--- src/rtl/hdmi_pkg.sv ---
// rtl/hdmi_pkg.sv - shared HDMI/TMDS constants, alignment state enum and counter sizing
package hdmi_pkg;

   localparam int TMDS_WORD_W   = 10;
   localparam int TMDS_DATA_W   = 8;
   localparam int TMDS_XOR_BIT  = 8;
   localparam int TMDS_INV_BIT  = 9;

   localparam logic [TMDS_WORD_W-1:0] TOKEN_C00 = 10'h354;
   localparam logic [TMDS_WORD_W-1:0] TOKEN_C01 = 10'h0AB;
   localparam logic [TMDS_WORD_W-1:0] TOKEN_C10 = 10'h154;
   localparam logic [TMDS_WORD_W-1:0] TOKEN_C11 = 10'h2AB;

   typedef enum logic [1:0] {
      ST_SEARCH,
      ST_SLIP,
      ST_SETTLE,
      ST_LOCKED
   } align_state_t;

   // Bits needed for a counter that runs 0..n-1
   function automatic int cnt_width(input int n);
      return (n <= 2) ? 1 : $clog2(n);
   endfunction

endpackage

--- src/rtl/tmds_word_decode.sv ---
// rtl/tmds_word_decode.sv - combinational TMDS word classifier and 10b->8b data decoder
module tmds_word_decode
   import hdmi_pkg::*;
(
   input  logic [TMDS_WORD_W-1:0] word,
   output logic                   is_token,
   output logic [1:0]             ctrl,
   output logic [TMDS_DATA_W-1:0] data
);

   logic [TMDS_DATA_W-1:0] q;

   always_comb begin
      is_token = 1'b1;
      ctrl     = 2'b00;
      case (word)
         TOKEN_C00: ctrl = 2'b00;
         TOKEN_C01: ctrl = 2'b01;
         TOKEN_C10: ctrl = 2'b10;
         TOKEN_C11: ctrl = 2'b11;
         default:   is_token = 1'b0;
      endcase
   end

   assign q = word[TMDS_INV_BIT] ? ~word[TMDS_DATA_W-1:0] : word[TMDS_DATA_W-1:0];

   // Undo the transition-minimising XOR/XNOR chain
   always_comb begin
      data    = '0;
      data[0] = q[0];
      for (int i = 1; i < TMDS_DATA_W; i++) begin
         data[i] = word[TMDS_XOR_BIT] ? (q[i] ^ q[i-1]) : ~(q[i] ^ q[i-1]);
      end
   end

endmodule

--- src/rtl/tmds_channel_decoder.sv ---
// rtl/tmds_channel_decoder.sv - one TMDS channel: 2-stage decode pipeline plus word-alignment FSM
module tmds_channel_decoder
   import hdmi_pkg::*;
#(
   parameter int TOKEN_RUN     = 16,
   parameter int SEARCH_WINDOW = 1024,
   parameter int LOSS_WINDOW   = 2048,
   parameter int SLIP_SETTLE   = 4
) (
   input  logic       clk,
   input  logic       rst,
   input  logic [9:0] raw_i,
   output logic       bitslip_o,
   output logic       aligned_o,
   output logic       de_o,
   output logic [1:0] ctrl_o,
   output logic [7:0] data_o
);

   localparam int RUN_W  = cnt_width(TOKEN_RUN);
   localparam int WIN_W  = cnt_width(SEARCH_WINDOW);
   localparam int LOSS_W = cnt_width(LOSS_WINDOW);
   localparam int SET_W  = cnt_width(SLIP_SETTLE);

   localparam logic [RUN_W-1:0]  RUN_LAST  = RUN_W'(TOKEN_RUN - 1);
   localparam logic [WIN_W-1:0]  WIN_LAST  = WIN_W'(SEARCH_WINDOW - 1);
   localparam logic [LOSS_W-1:0] LOSS_LAST = LOSS_W'(LOSS_WINDOW - 1);
   localparam logic [SET_W-1:0]  SET_LAST  = SET_W'(SLIP_SETTLE - 1);

   logic [9:0]        raw_q;
   logic              tok;
   logic [1:0]        dec_ctrl;
   logic [7:0]        dec_data;
   align_state_t      state;
   logic [RUN_W-1:0]  run_cnt;
   logic [WIN_W-1:0]  win_cnt;
   logic [LOSS_W-1:0] loss_cnt;
   logic [SET_W-1:0]  settle_cnt;

   tmds_word_decode u_decode (
      .word     (raw_q),
      .is_token (tok),
      .ctrl     (dec_ctrl),
      .data     (dec_data)
   );

   always_ff @(posedge clk) begin
      if (rst) begin
         raw_q  <= '0;
         de_o   <= 1'b0;
         ctrl_o <= 2'b00;
         data_o <= 8'h00;
      end else begin
         raw_q <= raw_i;
         de_o  <= ~tok;
         if (tok) ctrl_o <= dec_ctrl;
         else     data_o <= dec_data;
      end
   end

   // Alignment is judged on stage-1 words, in step with the stage-2 decode
   always_ff @(posedge clk) begin
      if (rst) begin
         state      <= ST_SEARCH;
         run_cnt    <= '0;
         win_cnt    <= '0;
         loss_cnt   <= '0;
         settle_cnt <= '0;
         bitslip_o  <= 1'b0;
         aligned_o  <= 1'b0;
      end else begin
         bitslip_o <= 1'b0;
         case (state)
            ST_SEARCH: begin
               if (tok && run_cnt == RUN_LAST) begin
                  state     <= ST_LOCKED;
                  aligned_o <= 1'b1;
                  loss_cnt  <= '0;
               end else if (win_cnt == WIN_LAST) begin
                  state     <= ST_SLIP;
                  bitslip_o <= 1'b1;
               end else begin
                  run_cnt <= tok ? run_cnt + 1'b1 : '0;
                  win_cnt <= win_cnt + 1'b1;
               end
            end
            ST_SLIP: begin
               state      <= ST_SETTLE;
               settle_cnt <= '0;
            end
            ST_SETTLE: begin
               if (settle_cnt == SET_LAST) begin
                  state   <= ST_SEARCH;
                  run_cnt <= '0;
                  win_cnt <= '0;
               end else begin
                  settle_cnt <= settle_cnt + 1'b1;
               end
            end
            ST_LOCKED: begin
               if (tok) begin
                  loss_cnt <= '0;
               end else if (loss_cnt == LOSS_LAST) begin
                  state     <= ST_SEARCH;
                  aligned_o <= 1'b0;
                  run_cnt   <= '0;
                  win_cnt   <= '0;
               end else begin
                  loss_cnt <= loss_cnt + 1'b1;
               end
            end
            default: state <= ST_SEARCH;
         endcase
      end
   end

endmodule

--- config.mk ---
export PLATFORM = sky130hd
export DESIGN_NAME = tmds_channel_decoder
export DESIGN_NICKNAME = d
export VERILOG_FILES = /design/src/rtl/hdmi_pkg.sv /design/src/rtl/tmds_word_decode.sv /design/src/rtl/tmds_channel_decoder.sv
export SDC_FILE = /design/constraint.sdc
export NUM_CORES = 1
export LEC_CHECK = 0
export CELL_PAD_IN_SITES_DETAIL_PLACEMENT = 1
export CELL_PAD_IN_SITES_GLOBAL_PLACEMENT = 2
export CORE_UTILIZATION = 30
export CTS_CLUSTER_DIAMETER = 100
export CTS_CLUSTER_SIZE = 25
export DETAILED_ROUTE_END_ITERATION = 7
export PLACE_DENSITY = 0.7
export SYNTH_ARGS = -nofsm -noshare
export SYNTH_HDL_FRONTEND = slang
export SYNTH_HIERARCHICAL = 1
export SYNTH_SLANG_ARGS = --single-unit
--- constraint.sdc ---
create_clock -name clk -period 7.1 [get_ports clk]
set_clock_uncertainty 0.15 [all_clocks]
set_input_delay 1.42 -clock clk [delete_from_list [all_inputs] [get_ports clk]]
set_output_delay 1.42 -clock clk [all_outputs]
set_load 0.05 [all_outputs]
==> summary.txt, run 1 <==
==========================================================================================
Area taken by multi-input logic gates ....................................... 0.00141 sq mm
Util after Layout ...........................................................        0.363
Maximum VDD drop ............................................................  0.0000841 V
Nets ........................................................................          328
Accumulated negative setup slack ............................................         0 ps
Proportion of register bits with asynchronous set or reset after synthesis ..            0
Slew at the pin closest to its max-slew limit ...............................      1010 ps
Clock tree from TritonCTS ...................................................        built
RSZ-0062 raised after global routing ........................................        false
Drt via density .............................................................         5.00
Leakage .....................................................................      1.11 nW
Placement Rows ..............................................................           33
Iter 0 DRT Violations .......................................................          104
Critical path data arrival time .............................................      3290 ps
Diode insertion count for antenna repair ....................................            0
Count of port buffers added during placement ................................           24
Hold WC Path Type ........................................................... register to register
DR WL/cell ..................................................................      13.9 um
Period Utilization, post-route ..............................................        0.462
Vias in the first global route ..............................................        2,107
Initial Util ................................................................        0.312
Clock Tree Root .............................................................     clkbuf_8
Most frequently used flop master after synthesis ............................      dfxtp_1
Mapped Nets .................................................................          313
Cell count after synthesis ..................................................          291
Number of gates given a new drive strength after cts ........................            0
Compound-Gate Fraction of Synth Area ........................................        0.124
Number of warnings reported in the yosys synthesis log ......................            6
Main combinational cell family by area after synthesis ...................... simple AND/OR/NAND/NOR gates
Avg Cell Area, Syn ..........................................................   8.85 sq um
Horizontal die dimension ....................................................      94.6 um
Proportion of layout cells with a drive suffix above 1 ......................       0.0684
Global-route total usage across every layer .................................        0.143
Adder-cell share of the synthesized area ....................................       0.0486
FF+latch count, synth .......................................................           52
Via total after detailed routing ............................................        2,060
Wire length of the first global-routing pass ................................      10.1 mm
Result of the run ........................................................... finished clean
Maximum number of pins on one net before global-route repair ................           54
Area of the mapped netlist .................................................. 0.00257 sq mm
Number of max-cap violations ................................................            0
Longest individual stage delay on the worst path ............................       600 ps
Area growth from synthesis to final layout ..................................        16.6%
Worst hold slack ............................................................       340 ps
DRT Pass-1 Iters ............................................................            4
Final cell count without fillers ............................................          412
Total of hold buffers inserted after clock tree synthesis ...................            0
Post-route minimum period ...................................................      3280 ps
Final setup violation count .................................................            0
Post-synth cell types .......................................................           50
Worst relative slew slack ...................................................        0.323
Routability Congestion ......................................................        0.703
Clock edge transition at the registers on the reported setup and hold paths .       100 ps
FF+latch area ............................................................... 0.00104 sq mm
Buffers plus inverters on the worst setup path ..............................            1
Deepest clock path buffer count .............................................            2
Sort of element at the start of the critical path ...........................     register
Number of nets with antenna violations after routing ........................            0
Number of post-CTS setup repair buffers .....................................            0
Number of filler cells placed in the layout .................................          979
Number of placed cells counting well taps ...................................          404
Most common cell after layout, fill and taps aside ..........................      dfxtp_1
Final hold viol count .......................................................            0
Crit path max-delay family .................................................. simple AND/OR/NAND/NOR gates
PD cells ....................................................................  237 mW/mm^2
CP max-delay cell ...........................................................      nand2_1
Required time worst endpoint ................................................      7110 ps
Drc violations ..............................................................            0
Register area share after synthesis .........................................        0.404
Antenna violations before repair ............................................            0
Core Area ................................................................... 0.00826 sq mm
Chip height .................................................................      94.6 um
Mux contribution to synthesized area ........................................       0.0544
Post-synthesis share of cell area spent on and, or, nand and nor gates ......        0.277
Post-detail-place hpwl ......................................................      4.01 mm
Sum of routed wire length over all layers ...................................      5.75 mm
# clock sinks ...............................................................           52
Full die area ............................................................... 0.00896 sq mm
H-Tree Level Count ..........................................................            2
Max Freq ....................................................................    0.305 GHz
Cell chain of the critical path ............................................. inv_1 > ha_1 > and4bb_2 > nand3_1 > nand2_1 > and4b_1 > a31o_4 > nand3_2 > a222oi_1 > nor2_1
TritonCTS Buffers ...........................................................            5
Clock Latency Late Sink .....................................................       310 ps
XOR/XNOR Fraction of Synth Area .............................................       0.0408
Count of flip-flops with a built-in enable after synthesis ..................            0
IO Count ....................................................................           25
CP max FO ...................................................................           21
Final slew viol count .......................................................            0
Final global-route overflow total ...........................................            0
Commonest cells after routing, fill and taps aside .......................... dfxtp_1, nor2_1, clkdlybuf4s50_1
Critical path capture point type ............................................     register
Crit Path Category .......................................................... register to register
==========================================================================================
-- path summary, 6_finish.rpt --
check                 start         end  slack (ps)  depth (start not counted)
setup / recovery   raw_q[3]  win_cnt[3]        3820                         10
hold / removal    aligned_o   aligned_o         340                          2
setup reg to reg   raw_q[3]  win_cnt[3]        3820                         10
hold reg to reg   aligned_o   aligned_o         340                          2
-- metal layers --
metal,global-route usage,up-vias,wire length [um]
li1,-,1048,-
met1,0.188,983,2970
met2,0.238,25,2590
met3,0.0217,4,131
met4,0.0455,0,55
met5,0,-,0
-- metrics by stage --
step | total power, mW | instance area (sq um) | setup slack [ps]
floorplan | 0.408 | 2570 | 4560
global placement | 0.438 | 2840 | 3920
detailed placement | 0.440 | 2840 | 3730
CTS | 0.723 | 3000 | 3750
global route | 0.745 | 3000 | 3560
finish | 0.710 | 3000 | 3820
-- power by group --
part / internal (mW) / switching (mW) / total, mW
Combinational: 0.0429 / 0.0602 / 0.103
Sequential: 0.308 / 0.0209 / 0.328
Clock: 0.176 / 0.102 / 0.279
-- flip-flops by register name, indices dropped and copies added, names as in the netlist, 2 cells and up --
| register | cells |
|---|---|
| loss_cnt | 11 |
| raw_q | 10 |
| win_cnt | 10 |
| data_o | 8 |
| run_cnt | 4 |
| ctrl_o | 2 |
| settle_cnt | 2 |
| state | 2 |
-- cell type report --
class | instances | area share
Timing Repair Buffer | 24 | 0.0784
Inverter | 8 | 0.0100
Sequential cell | 52 | 0.347
Clock inverter | 3 | 0.0300
Tap cell | 105 | 0.0438
Clock buffer | 5 | 0.0229
Multi-Input combinational cell | 215 | 0.468
-- worst min-delay path, delay by kind of cell, from the launching register on --
family         cells  cell delay, ps
flip-flops         1             320
AO/OA/AOI/OAI      2             130
-- cell usage after synthesis (6+ instances only) --
library cell | n | area (sq um)
nor3_1 | 11 | 55.1
dfxtp_1 | 52 | 1040
xor2_1 | 6 | 52.6
inv_1 | 8 | 30.0
mux2i_1 | 14 | 140
nor3b_1 | 6 | 45.0
nand2_1 | 14 | 52.6
a21oi_1 | 20 | 100
nand4_1 | 6 | 37.5
nor2b_1 | 11 | 68.8
nor2_1 | 40 | 150
nand3_1 | 11 | 55.1
xnor2_1 | 6 | 52.6
clkbuf_1 | 7 | 26.3
ha_1 | 10 | 125
-- logic make-up (layout without fill, tap and decap cells) --
kind of cell	Yosys count	after routing
and+or+nand+nor	130	130
DFF	52	52
AOI/OAI and AO/OA	49	49
buffers and inverters	24	40
muxes	14	14
xor gates and xnor gates	12	12
adders and majority gates	10	10
No activity file was read; power rests on OpenSTA's default activity.
==> inputs of run 2 (changes only) <==
--- a/config.mk
+++ b/config.mk
@@ -11,7 +11,7 @@
 export CTS_CLUSTER_DIAMETER = 100
 export CTS_CLUSTER_SIZE = 25
 export DETAILED_ROUTE_END_ITERATION = 7
-export PLACE_DENSITY = 0.7
+export PLACE_DENSITY = 0.73
 export SYNTH_ARGS = -nofsm -noshare
 export SYNTH_HDL_FRONTEND = slang
 export SYNTH_HIERARCHICAL = 1
==> constraint.sdc (replaced) <==
create_clock -name clk -period 2.7 [get_ports clk]
set_clock_uncertainty 0.15 [all_clocks]
set_input_delay 0.54 -clock clk [delete_from_list [all_inputs] [get_ports clk]]
set_output_delay 0.54 -clock clk [all_outputs]
set_load 0.05 [all_outputs]
==> summary.txt, run 2 (synthesized netlist as in run 1, its figures left out) <==
==========================================================================================
Result of the run ........................................................... finished clean
Required time worst endpoint ................................................      2760 ps   -4350 ps
Total of hold buffers inserted after clock tree synthesis ...................            0   unchanged
Final cell count without fillers ............................................          420   +1.9%
Final hold viol count .......................................................            0   unchanged
Post-detail-place hpwl ......................................................      4.34 mm   +8.2%
Number of filler cells placed in the layout .................................          977   -0.20%
Core Area ................................................................... 0.00826 sq mm   unchanged
PnR Total Power .............................................................      1.69 mW   +140%
Iter 0 DRT Violations .......................................................           69   -34%
Critical path capture point type ............................................     register
Worst setup margin ..........................................................       217 ps   -3600 ps
Vias in the first global route ..............................................        2,133   +1.2%
Drc violations ..............................................................            0   unchanged
Drt via density .............................................................         5.00   about the same
H-Tree Level Count ..........................................................            2   unchanged
RSZ-0062 raised after global routing ........................................        false
Proportion of layout cells with a drive suffix above 1 ......................       0.0921   +0.0237
Diode insertion count for antenna repair ....................................            0   unchanged
Sum of routed wire length over all layers ...................................      5.85 mm   +1.8%
Sort of element at the start of the critical path ...........................     register
Global-route total usage across every layer .................................        0.144   +0.000821
Crit Path Category .......................................................... register to register
Routability Congestion ......................................................        0.770   +9.6%
Most common cell after layout, fill and taps aside ..........................      dfxtp_1
Clock tree from TritonCTS ...................................................        built
Clock edge transition at the registers on the reported setup and hold paths .       100 ps   about the same
IO Count ....................................................................           25   unchanged
Count of port buffers added during placement ................................           24   unchanged
Antenna violations before repair ............................................            0   unchanged
Via total after detailed routing ............................................        2,098   +1.8%
DRT Pass-1 Iters ............................................................            4   unchanged
Register with the most flip-flops ...........................................     loss_cnt
Number of placed cells counting well taps ...................................          412   +2.0%
Maximum number of pins on one net before global-route repair ................           30   -44%
TritonCTS Buffers ...........................................................            5   unchanged
Initial Util ................................................................        0.312   unchanged
Deepest clock path buffer count .............................................            2   unchanged
Leakage .....................................................................      1.13 nW   +1.6%
Nets ........................................................................          336   +2.4%
Finished layout cell area ................................................... 0.00301 sq mm   +0.42%
Clock Latency Late Sink .....................................................       310 ps   about the same
Slew at the pin closest to its max-slew limit ...............................       502 ps   -510 ps
# clock sinks ...............................................................           52   unchanged
Hold WC Path Type ........................................................... register to register
Number of flip-flops in the largest register ................................           11   unchanged
Clock Tree Root .............................................................     clkbuf_8
Number of nets with antenna violations after routing ........................            0   unchanged
DR WL/cell ..................................................................      13.9 um   -0.11%
Commonest cells after routing, fill and taps aside .......................... dfxtp_1, nor2_1, clkdlybuf4s50_1
Wire length of the first global-routing pass ................................      10.2 mm   +0.89%
Area after DPL .............................................................. 0.00290 sq mm   +2.1%
Full die area ............................................................... 0.00896 sq mm   unchanged
Horizontal die dimension ....................................................      94.6 um   unchanged
Final global-route overflow total ...........................................            0   unchanged
Max Freq ....................................................................    0.403 GHz   +32%
Largest regs ................................................................ loss_cnt: 11 flops, raw_q: 10 flops, win_cnt: 10 flops
Number of gates given a new drive strength after cts ........................            0   unchanged
Area growth from synthesis to final layout ..................................        17.1%
Worst slack at placement ....................................................       230 ps   -3500 ps
Placement Rows ..............................................................           33   unchanged
Chip height .................................................................      94.6 um   unchanged
Number of post-CTS setup repair buffers .....................................            0   unchanged
Worst relative slew slack ...................................................        0.664   +0.341
Maximum VDD drop ............................................................   0.000221 V   +160%
Number of max-cap violations ................................................            0   unchanged
Period Utilization, post-route ..............................................        0.920   +0.458
Accumulated negative setup slack ............................................         0 ps   unchanged
Final setup violation count .................................................            0   unchanged
CP max FO ...................................................................            8   -62%
Critical path data arrival time .............................................      2540 ps   -750 ps
Post-route minimum period ...................................................      2480 ps   -795 ps
Final slew viol count .......................................................            0   unchanged
PD cells ....................................................................  560 mW/mm^2   +140%
==========================================================================================
-- run 2: cell count changes in the layout (fill, tap and decap cells not counted), sizes merged --
cell | before | now
clkinvlp | 0 | 1
buf | 1 | 9
clkinv | 0 | 1
bufinv | 3 | 1
-- run 2: area by class of cell --
cell class | instances | area (sq um) | area share
inverters | 8 | 30.0 | 0.00996
repair buffers | 32 | 295 | 0.0980
well taps | 105 | 131 | 0.0436
clock buffers | 5 | 68.8 | 0.0228
clock inverters | 3 | 42.5 | 0.0141
multi-input cells | 215 | 1410 | 0.466
flip-flops and latches | 52 | 1040 | 0.345
-- run 2: where the power goes --
group	internal [mW]	leakage, nW	switching, mW	total [mW]
Combinational	0.123	0.648	0.165	0.288
Clock	0.275	0.0541	0.270	0.544
Sequential	0.809	0.425	0.0480	0.857
-- run 2: final timing paths --
check | startpoint | end | slack, ps | cells after the start
worst max-delay path | raw_q[4] | loss_cnt[10] | 220 | 11
worst min-delay path | run_cnt[1] | run_cnt[1] | 340 | 2
worst max register to register | raw_q[4] | loss_cnt[10] | 220 | 11
worst min register to register | run_cnt[1] | run_cnt[1] | 340 | 2
-- run 2: worst max-delay path: stages (launching register included) --
cell and delay [ps]:
dfxtp_1 320, inv_1 80, ha_1 150, nand4_1 80, or3b_4 420, nand2_1 150
buf_4 170, nand2b_4 70, or3_4 340, and2_4 200, a22oi_1 180, nor2_1 60
-- run 2: per-layer routing --
layer | vias up | GRT usage | share of wire
met5 | - | 0 | 0
met4 | 0 | 0.0341 | 0.0068
met3 | 6 | 0.0266 | 0.027
met2 | 32 | 0.243 | 0.47
met1 | 988 | 0.188 | 0.49
li1 | 1072 | - | -
-- run 2: through the flow --
step	utilization	hold WS, ps
detailed placement	0.352	332
global route	0.365	390
floorplan	-	299
global placement	0.352	321
finish	0.365	339
CTS	0.365	347
==> inputs of run 3 (changes only) <==
--- a/config.mk
+++ b/config.mk
@@ -12,6 +12,7 @@
 export CTS_CLUSTER_SIZE = 25
 export DETAILED_ROUTE_END_ITERATION = 7
 export PLACE_DENSITY = 0.73
+export SLEW_MARGIN = 20
 export SYNTH_ARGS = -nofsm -noshare
 export SYNTH_HDL_FRONTEND = slang
 export SYNTH_HIERARCHICAL = 1
==> results of run 3 <==
The final DEF is identical to that of run 2; final timing and power are the same.
